<file path="src/rtl/i2c_target_rx.sv">
// I2C target write receiver: START/STOP detection, 7-bit address match,
// byte reception with ACK/NACK and a valid/ready byte output.
module i2c_target_rx #(
    parameter logic [6:0] ADDR        = 7'h42,
    parameter int         SYNC_STAGES = 2
) (
    input  logic       clk,
    input  logic       reset,
    input  logic       scl_in,
    input  logic       sda_in,
    output logic       sda_oe,
    output logic [7:0] rx_data,
    output logic       rx_valid,
    input  logic       rx_ready,
    output logic       busy,
    output logic       overrun
);

    typedef enum logic [2:0] {
        k_idle,
        k_addr,
        k_addr_ack,
        k_data,
        k_data_ack,
        k_ignore
    } state_t;

    state_t state, state_n;

    logic [SYNC_STAGES-1:0] scl_sync, sda_sync;
    logic scl_s, sda_s, scl_d, sda_d;
    logic scl_rise, scl_fall, start_det, stop_det;
    logic byte_done, addr_hit, hold;

    logic [3:0] bit_cnt, bit_cnt_n;
    logic [7:0] shift, shift_n;
    logic [7:0] rx_data_n;
    logic       rx_valid_n, sda_oe_n, busy_n, overrun_n;

    // Synchronisers idle high so reset looks like a released bus
    always_ff @(posedge clk or posedge reset) begin
        if (reset) begin
            scl_sync <= '1;
            sda_sync <= '1;
            scl_d    <= 1'b1;
            sda_d    <= 1'b1;
        end else begin
            scl_sync <= {scl_sync[SYNC_STAGES-2:0], scl_in};
            sda_sync <= {sda_sync[SYNC_STAGES-2:0], sda_in};
            scl_d    <= scl_s;
            sda_d    <= sda_s;
        end
    end

    assign scl_s     = scl_sync[SYNC_STAGES-1];
    assign sda_s     = sda_sync[SYNC_STAGES-1];
    assign scl_rise  = scl_s & ~scl_d;
    assign scl_fall  = ~scl_s & scl_d;
    assign start_det = scl_s & sda_d & ~sda_s;
    assign stop_det  = scl_s & ~sda_d & sda_s;
    assign byte_done = scl_fall & (bit_cnt == 4'd8);
    assign addr_hit  = (shift[7:1] == ADDR) & ~shift[0];
    // A consume on this clk frees the holding register for the ACK decision
    assign hold      = rx_valid & ~rx_ready;

    always_ff @(posedge clk or posedge reset) begin
        if (reset) state <= k_idle;
        else       state <= state_n;
    end

    always_comb begin
        state_n = state;
        if (start_det) begin
            state_n = k_addr;
        end else if (stop_det) begin
            state_n = k_idle;
        end else begin
            unique case (state)
                k_addr:
                    if (byte_done)
                        state_n = addr_hit ? k_addr_ack : k_ignore;
                k_addr_ack:
                    if (scl_fall) state_n = k_data;
                k_data:
                    if (byte_done) state_n = k_data_ack;
                k_data_ack:
                    if (scl_fall) state_n = k_data;
                default:
                    state_n = state;
            endcase
        end
    end

    always_comb begin
        bit_cnt_n  = bit_cnt;
        shift_n    = shift;
        rx_data_n  = rx_data;
        rx_valid_n = hold;
        sda_oe_n   = sda_oe;
        busy_n     = busy;
        overrun_n  = 1'b0;
        if (start_det) begin
            bit_cnt_n = 4'd0;
            sda_oe_n  = 1'b0;
            busy_n    = 1'b0;
        end else if (stop_det) begin
            sda_oe_n = 1'b0;
            busy_n   = 1'b0;
        end else begin
            unique case (state)
                k_addr, k_data: begin
                    if (scl_rise && bit_cnt < 4'd8) begin
                        shift_n   = {shift[6:0], sda_s};
                        bit_cnt_n = bit_cnt + 4'd1;
                    end
                    if (byte_done) begin
                        if (state == k_addr) begin
                            sda_oe_n = addr_hit;
                        end else if (!hold) begin
                            rx_data_n  = shift;
                            rx_valid_n = 1'b1;
                            sda_oe_n   = 1'b1;
                        end else begin
                            sda_oe_n  = 1'b0;
                            overrun_n = 1'b1;
                        end
                    end
                end
                k_addr_ack:
                    if (scl_fall) begin
                        sda_oe_n  = 1'b0;
                        busy_n    = 1'b1;
                        bit_cnt_n = 4'd0;
                    end
                k_data_ack:
                    if (scl_fall) begin
                        sda_oe_n  = 1'b0;
                        bit_cnt_n = 4'd0;
                    end
                default:
                    sda_oe_n = 1'b0;
            endcase
        end
    end

    always_ff @(posedge clk or posedge reset) begin
        if (reset) begin
            bit_cnt  <= 4'd0;
            shift    <= 8'h00;
            rx_data  <= 8'h00;
            rx_valid <= 1'b0;
            sda_oe   <= 1'b0;
            busy     <= 1'b0;
            overrun  <= 1'b0;
        end else begin
            bit_cnt  <= bit_cnt_n;
            shift    <= shift_n;
            rx_data  <= rx_data_n;
            rx_valid <= rx_valid_n;
            sda_oe   <= sda_oe_n;
            busy     <= busy_n;
            overrun  <= overrun_n;
        end
    end

endmodule

</file>
<file path="config.mk">
export PLATFORM = sky130hd
export DESIGN_NAME = i2c_target_rx
export DESIGN_NICKNAME = d
export VERILOG_FILES = /design/src/rtl/i2c_target_rx.sv
export SDC_FILE = /design/constraint.sdc
export NUM_CORES = 1
export LEC_CHECK = 0
export CAP_MARGIN = 20
export CORE_MARGIN = 3
export CORE_UTILIZATION = 52
export CTS_BUF_LIST = sky130_fd_sc_hd__clkbuf_16
export CTS_CLUSTER_SIZE = 16
export DETAILED_ROUTE_END_ITERATION = 12
export PLACE_DENSITY = 0.75
export RECOVER_POWER = 25
export SKIP_LAST_GASP = 1
export SYNTH_ARGS = -nofsm -noshare
export SYNTH_HDL_FRONTEND = slang
export SYNTH_SLANG_ARGS = --single-unit
</file>
<file path="constraint.sdc">
create_clock -name clk -period 4.2 [get_ports clk]
set_input_delay 0.84 -clock clk [delete_from_list [all_inputs] [get_ports clk]]
set_output_delay 0.84 -clock clk [all_outputs]
set_load 0.005 [all_outputs]
</file>
==> impl_results.md, run 1 <==
- Status: complete, no violations
- CP startpoint: scl_sync[1]$_DFF_PP1_
- Clock sink count: 33
- Hold Crit Start: scl_sync[0]$_DFF_PP1_
- Clk buf depth: 2
- WS Path Type: reg -> reg
- Worst-skew pair later-pin latency: 0.27 ns
- Top-count cell post-synth: dfrtp_1
- Main area contributors after synthesis: dfrtp_1 44%, mux2_2 12%, dfstp_2 10%
- Area Growth Syn to Fin: 22.46%
- Total congestion overflow: 0
- Startpoint types: register
- Net Count, Synth: 133
- Layout Skew: 0.005643 ns
- WP data arrival: 2.18 ns
- CP peak stage delay: 0.77 ns
- # DRC: 0
- DRT Wirelength: 2.849 mm
- Max Cap Viol: 0
- Hold Vio Cnt, Final: 0
- Sequential area share after synthesis: 54.19%
- Antenna-violating nets left: 0
- Largest net degree at the start of global routing: 31
- Die width: 60.38 um
- Max_slew headroom: 42.07%
- Max-slew violations: 0
- PortBufs: 16
- Fin util: 67.70%
- CTS tree: done
- Setup TNS: 0 ns
- First-pass GRT wire length: 4.940 mm
- Number of synthesized flops with an enable pin: 0
- Tcrit/Tclk final: 48.36%
- WL per Instance: 15.83 um
- GRT Resource Usage Total: 18.68%
- RSZ-0062 raised after global routing: no
- Synth Instances: 126
- Top post-synthesis cells by count: 27 x dfrtp_1, 16 x mux2_2, 7 x inv_1
- Via count: 1072
- Hold-fix buffers, CTS: 0
- Post-CTS Setup Inserts: 0
- Vert. Die Dim: 60.38 um
- Min Tclk post-route: 2.031 ns
- First drt pass iteration count: 4
- Share of cells above drive strength 1: 22.82%
- Die area: 3646 um2
- Core Region: 2781 um2
- Power per Cell Area: 477.7 nW/um2
- Crit path buf inv count: 0
- Vias in the first global route: 1108
- Pwr Total: 899.5 uW
- Static leakage: 0.8982 nW
- Syn. warnings: 0
- Initial antenna violation count: 0
- Clk slew on worst S/H paths: 0.05 ns
- R2r startpoint: scl_sync[1]$_DFF_PP1_
- Num CTS Buffers: 5
- Yosys cell types: 42
- Layout Cell Area excl Fill: 1883 um2
- Starting density of the core: 55.29%
- Hold WS: 0.3590 ns
- Top cell type's share of synthesized area: 43.94%
- IO Count: 17
- Largest delay contributor family on the critical path: flip-flops
- Cell Rows: 19
- Worst Tran Pin Value: 0.8568 ns
- FMAX: 492.3 MHz
- Crit Path Max Fanout: 14
- Final setup viols: 0
- Worst endpoint required time: 4.35 ns
- CP max stage cell: dfstp_1
- Most common flop cell mapped by yosys: dfrtp_1
- Final #Nets: 155
- Number of H-tree levels: 2
- Ys async rst share: 100.0%
- Flops & latches, synth: 33
- 1st-iter DRT viols: 21
- Area after DPL: 1732 um2
- CP endpoint kind: register
- Post-synth top area cell: dfrtp_1
- Clock root cell: clkbuf_16
- Ant diodes: 0
- Mean Syn Cell Area: 12.20 um2
- Mapped cell area: 1538 um2
- Worst VDD drop: 0.4492 mV
- Avg Vias per Cell: 5.956
- GPL Wtd Cong: 0.7869
- Post-CTS Resized: 0
- HPWL after DPL: 1.987 mm
- Worst hold path type: reg -> reg
- Worst-path cell chain: and4bb_2 > and2_1 > nand4_2 > mux2_2
==> cell families after synthesis <==
kind of cell	after synthesis	share of synthesized area [%]
AND/OR/NAND/NOR	36	16.35
flip-flops	33	54.19
AO/OA/AOI/OAI	23	10.01
multiplexers	17	12.37
buffers and inverters	10	2.523
XOR/XNOR	4	2.279
adder cells (fa/ha/maj)	3	2.278
==> metal layers <==
| metal | up-vias | track usage, % | wire (um) | part of all wire, % |
|---|---|---|---|---|
| li1 | 504 | - | - | - |
| met5 | - | 0 | 0 | 0 |
| met2 | 30 | 30.56 | 1377 | 48 |
| met4 | 0 | 7.278 | 57 | 2.0 |
| met1 | 531 | 22.39 | 1270 | 45 |
| met3 | 7 | 7.021 | 145 | 5.1 |
==> sequential cells by signal, summed over array words and instances, names as in the netlist <==
signal and cells:
shift 8, rx_valid 1, rx_data 8, state 3
sda_oe 1, bit_cnt 4, busy 1, overrun 1
scl_d 1, scl_sync 2, sda_sync 2, sda_d 1
==> worst register-to-register path, stage by stage (launching register included) <==
cell,delay [ns]
dfstp_1,0.77
and4bb_2,0.33
and2_1,0.19
nand4_2,0.24
mux2_2,0.38
==> per-stage QoR <==
step | instances | setup WS (ns)
2_1_floorplan | 126 | 2.529
3_3_place_gp | 171 | 1.965
3_5_place_dp | 171 | 1.904
4_1_cts | 179 | 2.201
5_1_grt | 180 | 2.111
6_report | 180 | 2.169
==> cells in the final DEF, fill, tap and decap left out, types with 3 or more instances in the layout <==
cell type / Yosys / layout
mux2_2: 16 / 16
a31oi_1: 3 / 3
dfrtp_1: 27 / 27
clkbuf_16: 0 / 5
nand2_1: 6 / 6
and3_1: 3 / 3
a21oi_1: 6 / 6
o21ai_0: 3 / 3
nor2_1: 3 / 3
clkdlybuf4s50_1: 0 / 13
dlygate4sd3_1: 0 / 3
nand3_1: 3 / 3
dfstp_2: 6 / 4
inv_1: 7 / 9
==> final timing paths <==
kind                                                to  slack (ns)  cells past startpoint
min in group asynchronous         shift[0]$_DFFE_PP0P_        1.10                      2
worst max register to register  rx_data[5]$_DFFE_PP0P_        2.17                      4
worst min register to register   scl_sync[1]$_DFF_PP1_        0.36                      0
worst max-delay path            rx_data[5]$_DFFE_PP0P_        2.17                      4
worst min-delay path             scl_sync[1]$_DFF_PP1_        0.36                      0
max in group asynchronous              sda_d$_DFF_PP1_        2.51                      3
==> area by class of cell <==
| cell class | count | area, um2 |
|---|---|---|
| Clock inverter | 3 | 11.26 |
| Sequential cell | 33 | 833.3 |
| Clock buffer | 5 | 125.1 |
| Tap cell | 31 | 38.79 |
| Multi-Input combinational cell | 83 | 665.6 |
| Inverter | 7 | 26.28 |
| Fill cell | 222 | 898.4 |
| Timing Repair Buffer | 18 | 182.7 |
==> report_power, final <==
| part | internal, mW | switching (mW) | leakage (nW) | total, mW |
|---|---|---|---|---|
| clock network | 0.213 | 0.123 | 0.0738 | 0.336 |
| logic | 0.0719 | 0.0669 | 0.402 | 0.139 |
| registers | 0.368 | 0.0565 | 0.422 | 0.425 |
| total | 0.653 | 0.247 | 0.898 | 0.900 |
No activity file was read; power rests on OpenSTA's default activity.
==> run 2: changes to the inputs <==
--- a/config.mk
+++ b/config.mk
@@ -7,11 +7,11 @@
 export LEC_CHECK = 0
 export CAP_MARGIN = 20
 export CORE_MARGIN = 3
-export CORE_UTILIZATION = 52
+export CORE_UTILIZATION = 49
 export CTS_BUF_LIST = sky130_fd_sc_hd__clkbuf_16
 export CTS_CLUSTER_SIZE = 16
 export DETAILED_ROUTE_END_ITERATION = 12
-export PLACE_DENSITY = 0.75
+export PLACE_DENSITY = 0.74
 export RECOVER_POWER = 25
 export SKIP_LAST_GASP = 1
 export SYNTH_ARGS = -nofsm -noshare
==> constraint.sdc (replaced) <==
create_clock -name clk -period 1.76 [get_ports clk]
set_input_delay 0.352 -clock clk [delete_from_list [all_inputs] [get_ports clk]]
set_output_delay 0.352 -clock clk [all_outputs]
set_load 0.005 [all_outputs]
==> impl_results.md, run 2 (synthesis gave the netlist of run 1 again) <==
- Setup TNS: 0 ns (unchanged)
- Post-Place Cells: 193 (+13%)
- Top flop regs: rx_data: 8 flops, shift: 8 flops, bit_cnt: 4 flops
- Via count: 1121 (+4.6%)
- Vert. Die Dim: 62.02 um (+2.7%)
- First-pass GRT wire length: 5.375 mm (+8.8%)
- Final #Nets: 166 (+7.1%)
- Avg Vias per Cell: 5.550 (-6.8%)
- GPL Wtd Cong: 0.8718 (+11%)
- Power per Cell Area: 1112 nW/um2 (+130%)
- Fin util: 69.64% (+1.9 points)
- Worst hold path type: reg -> reg
- IO Count: 17 (unchanged)
- Min Tclk post-route: 1.734 ns (-0.2974 ns)
- Number of H-tree levels: 2 (unchanged)
- Initial antenna violation count: 0 (unchanged)
- Share of cells above drive strength 1: 33.13% (+10 points)
- GRT Resource Usage Total: 19.47% (+0.79 points)
- Total congestion overflow: 0 (unchanged)
- Layout Cell Area excl Fill: 2003 um2 (+6.4%)
- Largest net degree at the start of global routing: 34 (+9.7%)
- WL per Instance: 15.68 um (-0.91%)
- Most common cell after layout, fill and taps aside: dfrtp_1
- Clk buf depth: 2 (unchanged)
- Area after DPL: 1828 um2 (+5.6%)
- Static leakage: 0.9281 nW (+3.3%)
- DRT Wirelength: 3.168 mm (+11%)
- Fin cells: 202 (+12%)
- Worst-skew pair later-pin latency: 0.27 ns (about the same)
- WS Path Type: reg -> reg
- Starting density of the core: 53.46% (-1.8 points)
- Status: complete, no violations
- CTS tree: done
- Hold-fix buffers, CTS: 0 (unchanged)
- 1st-iter DRT viols: 40 (+90%)
- Antenna-violating nets left: 0 (unchanged)
- Most frequent cells in the layout: 27 x dfrtp_1, 16 x mux2_2, 13 x clkdlybuf4s50_1
- Clock sink count: 33 (unchanged)
- Max_slew headroom: 47.44% (+5.4 points)
- Worst endpoint required time: 1.91 ns (-2.44 ns)
- Hold Vio Cnt, Final: 0 (unchanged)
- Die width: 62.02 um (+2.7%)
- Die area: 3846 um2 (+5.5%)
- Tcrit/Tclk final: 98.51% (+50 points)
- Vias in the first global route: 1141 (+3.0%)
- PortBufs: 16 (unchanged)
- FMAX: 576.8 MHz (+17%)
- Layout Skew: 0.004860 ns (-0.0007822 ns)
- HPWL after DPL: 2.150 mm (+8.2%)
- Cell Rows: 19 (unchanged)
- Max-slew violations: 0 (unchanged)
- Worst Tran Pin Value: 0.7884 ns (-0.06840 ns)
- CP endpoint kind: register
- Area Growth Syn to Fin: 30.27%
- Clk slew on worst S/H paths: 0.05 ns (about the same)
- Ant diodes: 0 (unchanged)
- First drt pass iteration count: 4 (unchanged)
- Core Region: 2877 um2 (+3.4%)
- Final setup viols: 0 (unchanged)
- Worst VDD drop: 1.041 mV (+130%)
- Crit Path Max Fanout: 4 (-10)
- Max Cap Viol: 0 (unchanged)
- Clock root cell: clkbuf_16
- WP data arrival: 1.89 ns (-0.29 ns)
- # DRC: 0 (unchanged)
- Pwr Total: 2.228 mW (+150%)
- RSZ-0062 raised after global routing: yes
- Num CTS Buffers: 5 (unchanged)
- Startpoint types: register
## run 2: cell types whose count changed in the layout (fill, tap and decap cells not counted), sizes merged
cell / change
clkinv: +1
buf: +10
inv: -1
clkbuf: +1
## run 2: where the power goes
group | switching (mW) | total, mW | internal [mW]
Clock | 0.297 | 0.809 | 0.512
Combinational | 0.206 | 0.418 | 0.212
Sequential | 0.121 | 1.00 | 0.880
Total | 0.624 | 2.23 | 1.60
## run 2: timing repair
action / CTS / global route
setup buffers: 0 / 1
gates resized for setup: 1 / 5
pin swaps: 1 / 1
setup endpoints to repair: 9 / 12
## run 2: area by class of cell
type / instances / area [um2]
Sequential cell: 33 / 833.3
Fill cell: 200 / 873.3
Inverter: 7 / 26.28
Tap cell: 42 / 52.55
Multi-Input combinational cell: 83 / 696.9
Clock buffer: 5 / 125.1
Timing Repair Buffer: 29 / 255.2
Clock inverter: 3 / 13.76
## run 2: worst paths after layout
check / cells past startpoint / end / slack (ns) / from
max: 6 / state[1]$_DFFE_PP0P_ / 0.03 / bit_cnt[1]$_DFFE_PP0P_
min: 0 / scl_sync[1]$_DFF_PP1_ / 0.36 / scl_sync[0]$_DFF_PP1_
max reg2reg: 6 / state[1]$_DFFE_PP0P_ / 0.03 / bit_cnt[1]$_DFFE_PP0P_
min reg2reg: 0 / scl_sync[1]$_DFF_PP1_ / 0.36 / scl_sync[0]$_DFF_PP1_
max in group asynchronous: 3 / bit_cnt[1]$_DFFE_PP0P_ / 0.51 / reset
min in group asynchronous: 3 / rx_data[7]$_DFFE_PP0P_ / 0.75 / reset
## run 2: per-stage QoR
step / worst slack, ns / hold WS (ns)
detailed placement: -0.07393 / 0.3503
floorplan: 0.1223 / 0.3452
global route: -0.01981 / 0.3626
finish: 0.02626 / 0.3568
CTS: 0.01061 / 0.3579
global placement: 0.02712 / 0.3462
## run 2: worst max-delay path, stage by stage (launching register included)
cell	delay, ns
dfrtp_1	0.40
inv_1	0.10
ha_1	0.14
and4bb_2	0.28
nand4_1	0.17
nand3_1	0.19
mux2_2	0.35
## run 2: per-layer routing
metal	global-route usage (%)	routed length, um	vias up
met5	0	0	-
met2	31.07	1525	38
met4	7.273	68	0
met3	4.959	138	10
met1	25.49	1436	546
li1	-	-	527
